**src/rtl/rgb2ycbcr_mac.sv**
```systemverilog
// One RGB->YCbCr output channel: serial R,G,B beats are multiplied by per-beat
// coefficients, summed with offset and rounding, then clamped to an unsigned byte.
module rgb2ycbcr_mac #(
  parameter logic signed [15:0] C1     = 16'sd2449,
  parameter logic signed [15:0] C2     = 16'sd4809,
  parameter logic signed [15:0] C3     = 16'sd934,
  parameter logic signed [31:0] OFFSET = 32'sd0,
  parameter int                 FRAC   = 13
) (
  input  logic       clk,
  input  logic       rst,
  input  logic       clk_en,
  input  logic       dvalid_in,
  input  logic [7:0] vdata_in,
  output logic       dvalid_out,
  output logic [7:0] vdata_out,
  output logic       proto_err
);

  localparam int DATA_W = 8;
  localparam int COEF_W = 16;
  localparam int PROD_W = 25;
  localparam int ACC_W  = 28;

  localparam logic [1:0] S_IDLE = 2'd0;
  localparam logic [1:0] S_B1   = 2'd1;
  localparam logic [1:0] S_B2   = 2'd2;

  // Offset plus half an LSB, so the final floor rounds half up.
  localparam logic signed [ACC_W-1:0] ACC_BASE =
    ACC_W'(OFFSET + (32'sd1 <<< (FRAC - 1)));

  function automatic logic [DATA_W-1:0] sat_u8(input logic signed [ACC_W-1:0] a);
    logic signed [ACC_W-1:0] s;
    s = a >>> FRAC;
    if (a < 0)
      return '0;
    else if (s > ACC_W'(255))
      return 8'd255;
    else
      return a[FRAC+DATA_W-1:FRAC];
  endfunction

  logic [1:0]                r_state;
  logic [1:0]                w_state_nxt;
  logic                      w_abort;

  logic                      r_vld_p0;
  logic [1:0]                r_beat_p0;
  logic [DATA_W-1:0]         r_data_p0;

  logic signed [COEF_W-1:0]  w_coef;
  logic signed [PROD_W-1:0]  w_opnd;
  logic signed [PROD_W-1:0]  w_coef_x;
  logic signed [PROD_W-1:0]  w_prod;

  logic                      r_vld_p1;
  logic [1:0]                r_beat_p1;
  logic signed [PROD_W-1:0]  r_prod_p1;

  logic signed [ACC_W-1:0]   w_prod_x;
  logic signed [ACC_W-1:0]   r_acc_p2;
  logic                      r_done_p2;

  always_comb begin
    w_state_nxt = r_state;
    w_abort     = 1'b0;
    case (r_state)
      S_IDLE: w_state_nxt = dvalid_in ? S_B1 : S_IDLE;
      S_B1: begin
        w_abort     = dvalid_in;
        w_state_nxt = dvalid_in ? S_B1 : S_B2;
      end
      S_B2: begin
        w_abort     = dvalid_in;
        w_state_nxt = dvalid_in ? S_B1 : S_IDLE;
      end
      default: w_state_nxt = S_IDLE;
    endcase
  end

  // Stage p0: beat sequencing and input capture. A start byte inside a triple
  // restarts as beat 0; the orphaned partial never reaches beat 2, so it never outputs.
  always_ff @(posedge clk or negedge rst) begin
    if (!rst) begin
      r_state   <= S_IDLE;
      r_vld_p0  <= 1'b0;
      r_beat_p0 <= 2'd0;
      r_data_p0 <= '0;
      proto_err <= 1'b0;
    end else if (clk_en) begin
      r_state   <= w_state_nxt;
      r_vld_p0  <= dvalid_in || (r_state != S_IDLE);
      r_beat_p0 <= dvalid_in ? 2'd0 : ((r_state == S_B1) ? 2'd1 : 2'd2);
      r_data_p0 <= vdata_in;
      proto_err <= w_abort;
    end
  end

  always_comb begin
    case (r_beat_p0)
      2'd0:    w_coef = C1;
      2'd1:    w_coef = C2;
      default: w_coef = C3;
    endcase
    w_opnd   = {{(PROD_W-DATA_W){1'b0}}, r_data_p0};
    w_coef_x = {{(PROD_W-COEF_W){w_coef[COEF_W-1]}}, w_coef};
    w_prod   = w_opnd * w_coef_x;
  end

  // Stage p1: registered product.
  always_ff @(posedge clk or negedge rst) begin
    if (!rst) begin
      r_vld_p1  <= 1'b0;
      r_beat_p1 <= 2'd0;
      r_prod_p1 <= '0;
    end else if (clk_en) begin
      r_vld_p1  <= r_vld_p0;
      r_beat_p1 <= r_beat_p0;
      r_prod_p1 <= w_prod;
    end
  end

  assign w_prod_x = {{(ACC_W-PROD_W){r_prod_p1[PROD_W-1]}}, r_prod_p1};

  // Stage p2: accumulator; beat 0 reloads, so one accumulator serves back-to-back triples.
  always_ff @(posedge clk or negedge rst) begin
    if (!rst) begin
      r_acc_p2  <= '0;
      r_done_p2 <= 1'b0;
    end else if (clk_en) begin
      r_done_p2 <= r_vld_p1 && (r_beat_p1 == 2'd2);
      if (r_vld_p1) begin
        if (r_beat_p1 == 2'd0)
          r_acc_p2 <= ACC_BASE + w_prod_x;
        else
          r_acc_p2 <= r_acc_p2 + w_prod_x;
      end
    end
  end

  // Output stage: clamp and hold between pulses.
  always_ff @(posedge clk or negedge rst) begin
    if (!rst) begin
      dvalid_out <= 1'b0;
      vdata_out  <= '0;
    end else if (clk_en) begin
      dvalid_out <= r_done_p2;
      if (r_done_p2)
        vdata_out <= sat_u8(r_acc_p2);
    end
  end

endmodule

```
**config.mk**
```make
export PLATFORM = sky130hd
export DESIGN_NAME = rgb2ycbcr_mac
export DESIGN_NICKNAME = d
export VERILOG_FILES = /design/src/rtl/rgb2ycbcr_mac.sv
export SDC_FILE = /design/constraint.sdc
export NUM_CORES = 1
export LEC_CHECK = 0
export ABC_AREA = 1
export ABC_CLOCK_PERIOD_IN_PS = 6100
export CAP_MARGIN = 15
export CORE_MARGIN = 4
export CORE_UTILIZATION = 35
export DETAILED_ROUTE_END_ITERATION = 7
export PLACE_DENSITY_LB_ADDON = 0.15
export SLEW_MARGIN = 20
export SYNTH_ARGS = -nofsm -noshare
export SYNTH_HDL_FRONTEND = slang
export SYNTH_SLANG_ARGS = --single-unit
```
**constraint.sdc**
```tcl
create_clock -name clk -period 6.1 [get_ports clk]
set_input_delay 0.61 -clock clk [delete_from_list [all_inputs] [get_ports clk]]
set_output_delay 0.61 -clock clk [all_outputs]
set_load 0.005 [all_outputs]
```
Word level (Yosys, flattened, before mapping). Index checks and enable logic that the tools add are counted.

Add/subtract/negate cells: 2. $mul: 1. Magnitude comparators: 2. Eq/ne operators: 4. Muxes and demuxes: 10. Reductions and logical operators: 10.

Operators by type and width (number): $add A28 B25 Y28 (1); $lt A28 B1 Y1 const B (1); $mux W28 (1); $add A14 B25 Y26 const A (1); $pmux W13 S2 (1); $mul A9 B16 Y25 (1); $mux W8 (2); $gt A15 B9 Y1 const B (1); $logic_not A2 Y1 (3); $mux W2 (3); $eq A2 B1 Y1 const B (2); $eq A2 B2 Y1 const B (2); $pmux W2 S2 (1); $reduce_and A2 Y1 (2); $reduce_or A2 Y1 (2); $mux W1 (2); $reduce_bool A2 Y1 (1); $logic_and A1 B1 Y1 (1); $logic_or A1 B1 Y1 (1).

Bits in registers: 80. Input port bits: 12. Output and inout bits: 10. Logic and storage cells: 41.

Logic depth before layout (Yosys ltp).
Depth after elaboration: 3. Gate-level depth with buffers: 25. Gate-level depth less buffers: 24.

Least setup slack after synthesis. No wires, ideal clock.

Path kind: register to register. From: register r_beat_p0[1]. To: register r_prod_p1[18]. Setup time: 0.132 ns. Data arrival time: 4.189 ns. Required time: 5.968 ns. Setup slack: 1.779 ns. Cell stages (with the launch flop): 21. Path buffers: 2. Period minus slack after synthesis: 4.321 ns. Cell sequence: dfrtp_1 > clkbuf_1 > clkbuf_1 > nand2_1 > fa_1 > inv_1 > fa_1 > inv_1 > fa_1 > fa_1 > inv_1 > ha_1 > nand3_1 > nand2_1 > inv_1 > o21bai_1 > nand3_1 > nand2_1 > nand2_1 > nand3_1 > o21ai_0.

Word-level cells in the longest chain between the ends: 3. Elaborated cells between the ends (all ways): 4. Those cells by class: 1 x mul; 1 x eq/ne; 1 x mux; 1 x reduce/logical.

Ends and longest elaborated chain: start, declared (RTL line 49) `logic [1:0] r_beat_p0;`; start signal, assigned (RTL line 94) `r_beat_p0 <= dvalid_in ? 2'd0 : ((r_state == S_B1) ? 2'd1 : 2'd2);`; $eq A2 B1 Y1 / $logic_not A2 Y1 (equally long branches) (RTL line 101) `case (r_beat_p0)`; $pmux W13 S2 * (RTL line 101); $mul A9 B16 Y25 * (RTL line 108) `w_prod = w_opnd * w_coef_x;`; end signal, assigned (RTL line 120) `r_prod_p1 <= w_prod;`; end, declared (RTL line 59) `logic signed [PROD_W-1:0] r_prod_p1;`.

Mark *: on every way between the ends. The rest lies on a longest branch, timed or not. A chain may end at the register's enable or synchronous reset.

Final worst setup path.
From: register r_beat_p0[0]. To: register r_prod_p1[18].

The elaborated chain is that of the path after synthesis.

==> flow_summary.toml <==
[run_status]
status = "complete, no violations"

[clock_network]
cts_buffers = 9
cts_setup_buffers = 0
clk_pin_slew_ns = 0.07
tritoncts = "yes"
clk_latency_ns = 0.35
cts_resized = 0
htreeDepth = 3
cts.path.max_buffers = 2
clock-root-buffer = "clkbuf_16"
cts_hold_buf = 0
clock_sinks = 77

[drt]
top_layer = "met4"
drtAntennaViolNets = 0
vias = 6861
wl_met2_um = 10100
finalWirelength_um = 21300
wl_per_cell_um = 14.6
wl_met3_um = 494
viasPerCell = 4.72
drc = 0
m1WireLength_um = 10200
first_pass_iters = 4
first_iter_violations = 330

[synthesis]
synth_commonest_cells = "308 x nand2_1, 217 x inv_1, 102 x nor2_1"
synthArstFlopShare_pct = 100
ys_top_cells_by_area = "dfrtp_1 24%, nand2_1 14%, fa_1 13%"
ys_ff_latch = 77
synth.avg_cell_area_um2 = 7.00
yosysUniqueCellTypes = 37
ys.warnings.count = 0
synth-edff-count = 0
mappedNetlistArea_um2 = 8020
synthFlopType = "dfrtp_1"
synth_cells = 1145
synth_top_area_share_pct = 24.0
synth_most_common_cell = "nand2_1"
ys_seq_area_share_pct = 24.0
synth_top_area_cell = "dfrtp_1"

[sta]
worst_pin_slew_ns = 0.937
final.period_utilization_pct = 82.6
max_freq_mhz = 198
period_needed_ns = 5.04
whs_ns = 0.0867
rsz0062_at_grt = "false"
slew_headroom_pct = 37.6
finClkSkew_ns = 0.00934
finalHoldViolCount = 0
finalSetupViolations = 0
finalSetupTns_ns = 0
finalMaxSlewViolations = 0

[worst_setup_path]
slowest_delay_ns = 0.59
required_ns = 6.29
crit_family = "adder cells"
slowest_stage = "dfrtp_1"
crit_chain = "inv_1 > nor2_1 > buf_4 > inv_1 > nor2_1 > fa_1 > fa_1 > ha_1 > inv_1 > fa_1 > inv_1 > ha_1 > nand3_1 > nand2_1 > inv_1 > o21bai_1 > nand3_1 > nand2_1 > nand2_1 > nand3_1 > o21ai_0"
crit_buf_inv = 6
cp_common_cell = "inv_1"
worstSetupEndpointType = "register"
crit_path_max_fanout = 13
startpoint_type = "register"
critPathKind = "register to register"
cp.arrival_ns = 5.23

[cells_and_area]
syn_to_final_growth_pct = 10.1
final_util_pct = 39.1
antenna_cells = 0
nNetsFinal = 1306
drive_gt1_share_pct = 4.36
fillers = 2448

[pwr]
cellLeakagePower_nw = 4.82
ir_worst_vdd_uv = 172
p_per_area_nw_per_um2 = 522

[die]
core_area_um2 = 22600
die_y_um = 159
initial_core_util_pct = 35.5
rows = 55
io_pins = 22
dieArea_um2 = 25400
dieWidth_um = 159

[placed_design]
place_hpwl_um = 17100
gp_congestion = 0.913
port_buffers = 21

[run]
max-cap-violations = 0

[global_routing]
grt_pass1_vias = 7034
grt_max_degree = 69
antenna_found_initial = 0
grt_pass1_wl_um = 36200
grt_usage_pct = 17.5
gr-total-overflow = 0

[worst_hold_path]
min_path_type = "primary input to asynchronous set/reset pin"
path summary, 6_finish.rpt:
| check | startpoint | to | slack (ns) | depth (start not counted) |
|---|---|---|---|---|
| worst max-delay path | r_beat_p0[0]$_DFFE_PN0P_ | r_prod_p1[18]$_DFFE_PN0P_ | 1.06 | 21 |
| max in group asynchronous | rst | r_beat_p1[1]$_DFFE_PN0P_ | 4.85 | 2 |
| worst min-delay path | rst | r_acc_p2[25]$_DFFE_PN0P_ | 0.09 | 1 |
| worst max register to register | r_beat_p0[0]$_DFFE_PN0P_ | r_prod_p1[18]$_DFFE_PN0P_ | 1.06 | 21 |
| min in group clk | proto_err$_DFFE_PN0P_ | proto_err$_DFFE_PN0P_ | 0.48 | 2 |
| worst min register to register | proto_err$_DFFE_PN0P_ | proto_err$_DFFE_PN0P_ | 0.48 | 2 |
routing by layer:
metal | track usage (%) | up-vias
met5 | 0 | -
met4 | 4.89 | 0
li1 | - | 3581
met2 | 29.7 | 81
met1 | 23.5 | 3177
met3 | 2.43 | 22
layout by cell type, fill, tap and decap left out, types with 4 or more instances in the layout:
cell type and count:
nand2_1 308, inv_1 217, nor2_1 102, ha_1 77, dfrtp_1 77, nand3_1 67, a21oi_1 61, o21ai_0 57
fa_1 52, clkdlybuf4s50_1 19, xor2_1 11, conb_1 10, clkbuf_16 9, o21bai_1 8, nand4_1 8, nor3_1 8
buf_4 8, a31oi_1 7, nand2_2 7, nor2_2 5, xnor2_1 5, a21o_1 4, nand3b_1 4, inv_2 4
power by group:
| part | internal (W) | switching [W] |
|---|---|---|
| sequential | 0.000702 | 0.000180 |
| clock | 0.000282 | 0.000245 |
| combinational | 0.00118 | 0.00202 |
flip-flops by register name (all words and copies together) (netlist names):
signal and cells:
dvalid_out 1, r_vld_p0 1, r_prod_p1 22, r_state 2, r_done_p2 1, r_beat_p0 2, r_acc_p2 28, proto_err 1
r_data_p0 8, r_vld_p1 1, vdata_out 8, r_beat_p1 2
through the flow:
stage          instances  setup WS (ns)  power (W)  instance area, um^2
3_5_place_dp        1439           1.08    0.00411                 8550
5_1_grt             1455          0.683    0.00524                 8830
3_3_place_gp        1439           1.02    0.00410                 8550
6_report            1455           1.06    0.00461                 8830
2_1_floorplan       1153           1.78    0.00330                 8050
4_1_cts             1455           1.03    0.00467                 8830
cells by family (layout without fill, tap and decap cells):
family / count (synthesis) / count (layout) / synth area share, %
adder cells (fa/ha/maj): 129 / 129 / 25.0
other: 2 / 10 / 0.0937
XOR/XNOR: 16 / 16 / 1.75
flip-flops: 77 / 77 / 24.0
buffers and inverters: 251 / 268 / 11.9
AND/OR/NAND/NOR: 518 / 518 / 26.8
AO/OA/AOI/OAI: 152 / 152 / 10.4
layout make-up:
class / count / area, um^2 / area share [%]
clock inverters: 7 / 55.1 / 0.624
flip-flops and latches: 77 / 1930 / 21.8
repair buffers: 28 / 255 / 2.89
clock buffers: 9 / 225 / 2.55
well taps: 285 / 357 / 4.04
multi-input cells: 825 / 5170 / 58.5
inverters: 224 / 841 / 9.52
Note: power is estimated with default switching activity, not from simulation.
